===== src/rtl/t_ff_bank_if.sv =====
// Control/status bundle for the T flip-flop bank.
interface t_ff_bank_if #(
  parameter int unsigned WIDTH = 8
);

  logic             en;       // global toggle enable
  logic [1:0]       mode;     // 00 INDEP, 01 UP, 10 DOWN, 11 INVERT
  logic [WIDTH-1:0] t;        // per-bit toggle request, or t[0] as step request
  logic             load;     // synchronous parallel load
  logic [WIDTH-1:0] d;        // load data
  logic [WIDTH-1:0] q;        // flip-flop state
  logic [WIDTH-1:0] qb;       // inverted state
  logic [WIDTH-1:0] toggled;  // bits that changed at the last edge
  logic             tc;       // terminal count

  // Stimulus side
  modport master (
    output en, mode, t, load, d,
    input  q, qb, toggled, tc
  );

  // Bank side
  modport slave (
    input  en, mode, t, load, d,
    output q, qb, toggled, tc
  );

endinterface


===== src/rtl/t_ff_bank.sv =====
// Bank of WIDTH toggle flip-flops with per-bit enables, parallel load and
// chained up/down counting or whole-word inversion.
module t_ff_bank #(
  parameter int unsigned         WIDTH     = 8,
  parameter logic [WIDTH-1:0]    RESET_VAL = '0
) (
  input  logic            clk,
  input  logic            rest,
  t_ff_bank_if.slave      bus
);

  typedef enum logic [1:0] {
    ModeIndep  = 2'b00,
    ModeUp     = 2'b01,
    ModeDown   = 2'b10,
    ModeInvert = 2'b11
  } mode_e;

  mode_e            mode;
  logic [WIDTH-1:0] q_q, q_d;
  logic [WIDTH-1:0] toggled_q, toggled_d;
  logic [WIDTH-1:0] up_mask;
  logic [WIDTH-1:0] down_mask;
  logic [WIDTH-1:0] tmask;
  logic             all_ones;
  logic             all_zeros;

  assign mode      = mode_e'(bus.mode);
  assign all_ones  = &q_q;
  assign all_zeros = ~|q_q;

  // Ripple-free carry/borrow masks: bit i toggles when every lower bit is 1 (up) or 0 (down)
  always_comb begin : mask_chain
    logic carry;
    logic borrow;
    carry     = 1'b1;
    borrow    = 1'b1;
    up_mask   = '0;
    down_mask = '0;
    for (int unsigned i = 0; i < WIDTH; i++) begin
      up_mask[i]   = bus.t[0] & carry;
      down_mask[i] = bus.t[0] & borrow;
      carry        = carry & q_q[i];
      borrow       = borrow & ~q_q[i];
    end
  end

  // Toggle mask selection; only t[0] feeds the chained modes so t[WIDTH-1:1] cannot leak X
  always_comb begin
    tmask = '0;
    unique case (mode)
      ModeIndep:  tmask = bus.t;
      ModeUp:     tmask = up_mask;
      ModeDown:   tmask = down_mask;
      ModeInvert: tmask = {WIDTH{bus.t[0]}};
      default:    tmask = '0;
    endcase
  end

  // Next-state: load beats enable; reset is applied in the register process
  always_comb begin
    q_d       = q_q;
    toggled_d = '0;
    if (bus.load) begin
      q_d       = bus.d;
      toggled_d = q_q ^ bus.d;
    end else if (bus.en) begin
      q_d       = q_q ^ tmask;
      toggled_d = tmask;
    end
  end

  // State registers with synchronous active-high reset
  always_ff @(posedge clk) begin
    if (rest) begin
      q_q       <= RESET_VAL;
      toggled_q <= '0;
    end else begin
      q_q       <= q_d;
      toggled_q <= toggled_d;
    end
  end

  // Outputs; tc flags the step that wraps the counter
  assign bus.q       = q_q;
  assign bus.qb      = ~q_q;
  assign bus.toggled = toggled_q;
  assign bus.tc      = bus.en & ~bus.load & ~rest & bus.t[0] &
                       (((mode == ModeUp) & all_ones) | ((mode == ModeDown) & all_zeros));

endmodule


===== src/flat_wrapper.sv =====
// flat-port wrapper written by rule: the top's interface ports become plain ports
module t_ff_bank_flat 
#(
  parameter int unsigned         WIDTH     = 8,
  parameter logic [WIDTH-1:0]    RESET_VAL = '0
)
  (clk, rest, bus_en, bus_mode, bus_t, bus_load, bus_d, bus_q, bus_qb, bus_toggled, bus_tc);
  t_ff_bank_if #(.WIDTH(WIDTH)) bus_i ();
  input  logic clk;
  input  logic rest;
  input wire logic [$bits(bus_i.en)-1:0] bus_en;
  input wire logic [$bits(bus_i.mode)-1:0] bus_mode;
  input wire logic [$bits(bus_i.t)-1:0] bus_t;
  input wire logic [$bits(bus_i.load)-1:0] bus_load;
  input wire logic [$bits(bus_i.d)-1:0] bus_d;
  output wire logic [$bits(bus_i.q)-1:0] bus_q;
  output wire logic [$bits(bus_i.qb)-1:0] bus_qb;
  output wire logic [$bits(bus_i.toggled)-1:0] bus_toggled;
  output wire logic [$bits(bus_i.tc)-1:0] bus_tc;
  assign bus_i.en = bus_en;
  assign bus_i.mode = bus_mode;
  assign bus_i.t = bus_t;
  assign bus_i.load = bus_load;
  assign bus_i.d = bus_d;
  assign bus_q = bus_i.q;
  assign bus_qb = bus_i.qb;
  assign bus_toggled = bus_i.toggled;
  assign bus_tc = bus_i.tc;
  t_ff_bank #(.WIDTH(WIDTH), .RESET_VAL(RESET_VAL)) u_core (.clk(clk), .rest(rest), .bus(bus_i));
endmodule

===== config.mk =====
export PLATFORM = sky130hd
export DESIGN_NAME = t_ff_bank_flat
export DESIGN_NICKNAME = d
export VERILOG_FILES = /design/src/rtl/t_ff_bank_if.sv /design/src/rtl/t_ff_bank.sv /design/src/flat_wrapper.sv
export SDC_FILE = /design/constraint.sdc
export NUM_CORES = 1
export LEC_CHECK = 0
export CAP_MARGIN = 20
export CORE_AREA = 2 2 83 45
export CTS_BUF_LIST = sky130_fd_sc_hd__clkbuf_16
export CTS_CLUSTER_DIAMETER = 30
export DETAILED_ROUTE_END_ITERATION = 6
export DIE_AREA = 0 0 85 47
export DONT_BUFFER_PORTS = 1
export HOLD_SLACK_MARGIN = 0.15
export MAX_ROUTING_LAYER = met4
export PLACE_DENSITY = 0.58
export SLEW_MARGIN = 20
export SYNTH_ARGS = -nofsm -noshare
export SYNTH_HDL_FRONTEND = slang
export SYNTH_SLANG_ARGS = --single-unit

===== constraint.sdc =====
create_clock -name clk -period 1.45 [get_ports clk]
set_input_delay 0.0725 -clock clk [delete_from_list [all_inputs] [get_ports clk]]
set_output_delay 0.0725 -clock clk [all_outputs]
set_load 0.02 [all_outputs]

=== Word-level counts from Yosys, hierarchy flattened ===
Index checks and enable logic that the tools add are counted.

* Flip-flop bits (word level): 16

* Eq/ne operators: 3
* Multiplexer cells: 5
* Bitwise gates (word level): 45
* Reductions and logical operators: 5

{| class="wikitable"
|+ Operators with widths
! kind !! count
|-
| 1-bit AND || 32
|-
| 8-bit 2-to-1 mux || 4
|-
| 8-bit case mux with 4 select lines || 1
|-
| 8-bit bitwise XOR || 2
|-
| 1-bit inverter || 9
|-
| 8-bit inverter || 1
|-
| 8-bit AND reduction || 1
|-
| 8-bit OR reduction || 1
|-
| 2-bit equality test (second input constant) || 2
|-
| 2-bit by 1-bit equality test with 1-bit output (second input constant) || 1
|-
| 2-bit logical NOT || 1
|-
| 2-bit nonzero test || 1
|-
| 1-bit logical NOT || 1
|-
| 1-bit OR || 1
|}

=== Longest topological paths before layout ===
* Depth in word-level cells: 12
* Gate-level depth with buffers: 8
* Mapped depth without buffers: 7

=== Least setup slack after synthesis ===
OpenSTA, ideal clock, no wires.

* Kind: reg2out
* Start point: register u_core.q_q[4] (netlist: u_core.bus.q[4])
* End point: output bus_tc
* Data arrival time: 1.769 ns
* Setup slack: -0.392 ns
* Stages on the path, launching flop included: 6
* Path buffers: 0
* Cell sequence: dfxtp_1 and3_1 nand2_1 nor2_1 a31oi_1 nor4_1

* Cells in the longest elaborated chain, start to end: 5
* Elaborated cells between the ends (all ways): 7

{| class="wikitable"
|+ RTL lines
! item !! line !! text
|-
| start: declaration || t_ff_bank.sv:20 || <nowiki>logic [WIDTH-1:0] q_q, q_d;</nowiki>
|-
| start signal: assignment || t_ff_bank.sv:79 || <nowiki>q_q <= q_d;</nowiki>
|-
| 8-bit OR reduction || t_ff_bank.sv:30 || <nowiki>assign all_zeros = ~|q_q;</nowiki>
|-
| 1-bit logical NOT || t_ff_bank.sv:30 ||
|-
| 1-bit AND || t_ff_bank.sv:89 || <nowiki>(((mode == ModeUp) & all_ones) | ((mode == ModeDown) & all_zeros));</nowiki>
|-
| 1-bit OR (*) || t_ff_bank.sv:89 ||
|-
| 1-bit AND (*) || t_ff_bank.sv:88 || <nowiki>assign bus.tc = bus.en & ~bus.load & ~rest & bus.t[0] &</nowiki>
|-
| end: declaration || flat_wrapper.sv:19 || <nowiki>output wire logic [$bits(bus_i.tc)-1:0] bus_tc;</nowiki>
|}

Mark *: on every way between the ends. The rest lies on a longest branch, timed or not.

=== Worst setup path after layout ===
* Start point: register u_core.q_q[3] (netlist: u_core.bus.q[3])
* End point: output bus_tc

Same word-level chain as after synthesis.

==> impl_metrics.csv <==
group,metric,value,unit
worst_setup_path,worst-r2r-setup-slack,-90,ps
sta,hold_viol_final,0,
worst_setup_path,reg2reg_to,"u_core.bus.q[3]",
floorplan,die-width,85,um
synthesis,ys_seq_area_share,25.57,%
floorplan,fp.dieArea,3995,um^2
floorplan,rows,15,
finish,multiInputGateArea,842.1,um^2
clocking,clkSinkCount,16,
sta,setup_viol,3,
finish,num-nets-final,224,
placement,placed_area,1438,um^2
floorplan,io_pins,47,
worst_setup_path,r2r-start,"u_core.bus.q[2]",
synthesis,async_flop_share,0,%
clocking,clk_latency,250,ps
worst_setup_path,cp_max_fo,4,
route,first_pass_iters,4,
finish,nFillCells,309,
sta,max_slew_margin,52.37,%
route,totalWireLength,4085,um
clocking,cts_buffer_depth,2,
finish,synthToLayoutAreaGrowth,39.06,%
power_and_ir_drop,power.total,1.558,mW
clocking,numCtsBuffers,3,
worst_setup_path,crit_type,"reg2out",
sta,finalCriticalPeriod,1649,ps
global_routing,antenna_found_initial,1,
finish,final_common_cell,"buf_4",
sta,rsz0062_at_grt,"true",
synthesis,synth_area,1252,um^2
global_routing,grt_util_all_layers,20.49,%
route,ant_nets,0,
floorplan,core_area,3284,um^2
sta,clock_skew,1.086,ps
sta,drv_slew,0,
finish,most-common-layout-cells,"buf_4, nor2_1, dlygate4sd3_1",
worst_setup_path,worstPathArrival,1580,ps
floorplan,die_h,47,um
sta,setup_ws,-199.5,ps
synthesis,ys.flop_type,"dfxtp_1",
clocking,clkSlewWorstSetupHoldPaths,50,ps
hold_path,hp-class,"in2reg",
placement,dp_hpwl,2793,um
clocking,h-tree-depth,1,
placement,io_buffers,0,
sta,worst-slew-pin-transition,712.1,ps
job,cap_violations,0,
sta,fin_tns_setup,-335.4,ps
worst_setup_path,startpoint_type,"flip-flop",
route,vias,1339,
route,avgRoutedWirePerCell,17.02,um
worst_setup_path,startpoint,"u_core.bus.q[3]",
sta,fin_crit_sh,113.8,%
synthesis,avgSynthCellArea,7.684,um^2
global_routing,grt_start_max_net_pins,21,
route,via_per_inst,5.579,
worst_setup_path,reg2reg_depth,6,
finish,final_area,1742,um^2
worst_setup_path,endpoint_kind,"output port",
clocking,root_buffer,"clkbuf_16",
synthesis,synthDistinctLibCells,45,
global_routing,gr-total-overflow,0,
route,drt-initial-drc-count,90,
global_routing,grt_pass1_vias,1219,
floorplan,start_util,38.13,%
placement,place.gp.congestion,0.8839,
run_status,failed_checks,"negative setup slack",
power_and_ir_drop,peakVddDrop,0.5192,mV
global_routing,grt_pass1_wl,5865,um
placement,place_ws,-199.4,ps
synthesis,synth_edf_count,0,
run_status,status,"finished, violations left",
worst_setup_path,critPathRequiredTime,1380,ps
synthesis,synth_cells,163,
clocking,cts_tree,"built",
synthesis,yosysWarnings,0,
power_and_ir_drop,power.density,894.8,nW/um^2
synthesis,synth-seq-cells,16,
worst_setup_path,endpoint,"bus_tc",
route,drc_errors,0,
sta,fmax,606.3,MHz
finish,drive_gt1_share,28.43,%
power_and_ir_drop,power_leakage,0.6667,nW
synthesis,syn_nets,189,
finish,seq_area,335.3,um^2
[area by class of cell]
| type | instances | area share [%] |
|---|---|---|
| clock buffers | 3 | 4.310 |
| multi-input cells | 120 | 48.35 |
| well taps | 42 | 3.017 |
| clock inverters | 1 | 0.2155 |
| flip-flops and latches | 16 | 19.25 |
| repair buffers | 44 | 21.70 |
| inverters | 13 | 3.017 |
| diodes | 1 | 0.1437 |
[registers in the layout (all words and copies together) (netlist names)]
register	cells
u_core.bus.toggled	8
u_core.bus.q	8
[how the worst min path moves through the flow]
| stage | from | to | slack, ps | depth (start not counted) |
|---|---|---|---|---|
| floorplan | bus_d[0] | u_core.bus.q[0] | 220 | 2 |
| global route | bus_en | u_core.bus.toggled[1] | 150 | 4 |
| finish | bus_en | u_core.bus.toggled[1] | 140 | 4 |
| global placement | rest | u_core.bus.q[4] | 130 | 1 |
| CTS | bus_load | u_core.bus.toggled[5] | -90 | 1 |
| detailed placement | rest | u_core.bus.q[4] | 140 | 1 |
[kinds of logic (layout without fill, tap and decap cells)]
| kind of cell | count (synthesis) | after routing | synth area share (%) |
|---|---|---|---|
| buffers and inverters | 27 | 61 | 10.79 |
| DFF | 16 | 16 | 25.57 |
| other | 0 | 1 | 0 |
| muxes | 3 | 3 | 2.897 |
| xor gates and xnor gates | 14 | 14 | 9.790 |
| and+or+nand+nor | 54 | 54 | 22.98 |
| adders and majority gates | 4 | 4 | 3.996 |
| AOI/OAI and AO/OA | 45 | 45 | 23.98 |
[worst max-delay path: stages (launching register included)]
cell and delay, ps:
dfxtp_4 390, and3_4 210, nand2_1 70, nor2_1 110, a31oi_1 130, nor4_4 230
buf_4 180
[synth_stat cells (2+ instances only)]
cell type  number  area, um^2
nor4_1          2       12.51
buf_6           3       33.78
nand2b_1        2       12.51
a21oi_1        11       55.05
buf_2           3       15.01
xor2_1          2       17.52
o21ai_0        10       50.05
dfxtp_1        16       320.3
buf_1           3       11.26
xnor2_1        12       105.1
buf_4           2       15.01
nand2_1         8       30.03
inv_1          12       45.04
nor3_1          3       15.01
o21a_1          2       15.01
nor2_1         18       67.56
nand4_1         7       43.79
a211oi_1        7       52.55
a31oi_1         3       18.77
ha_1            4       50.05
nand3_1         7       35.03
clkbuf_1        3       11.26
[per-layer routing]
| metal | wire length (um) | vias up | share of wire (%) | track usage [%] |
|---|---|---|---|---|
| met2 | 1655 | 58 | 41 | 30.31 |
| met4 | 30 | 0 | 0.73 | 5.714 |
| met1 | 1924 | 629 | 47 | 26.91 |
| li1 | - | 647 | - | - |
| met3 | 475 | 5 | 12 | 6.854 |
| met5 | 0 | - | 0 | - |
[where the power goes]
group          switching, mW  total (mW)  leakage, nW  internal (mW)
Combinational          0.249       0.460        0.493          0.211
Sequential            0.0587       0.536        0.135          0.477
Clock                  0.195       0.562       0.0385          0.367
[through the flow]
step	hold WS [ps]	util, %	cells
3_3_place_gp	134.2	43.77	216
4_1_cts	-90.20	50.93	234
2_1_floorplan	215.1	-	163
5_1_grt	154.8	53.03	240
3_5_place_dp	141.5	43.77	216
6_report	139.1	53.03	240
[what timing repair did]
action | 4_1_cts | 5_1_grt
hold endpoints to repair | 16 | 9
hold buffers | 12 | 4
resized for setup | 6 | 7
endpoints found under the setup margin | 5 | 14
setup buffers | 2 | 1
pin swaps | 8 | 7
gates cloned | 0 | 0
No activity file was read; power rests on OpenSTA's default activity.
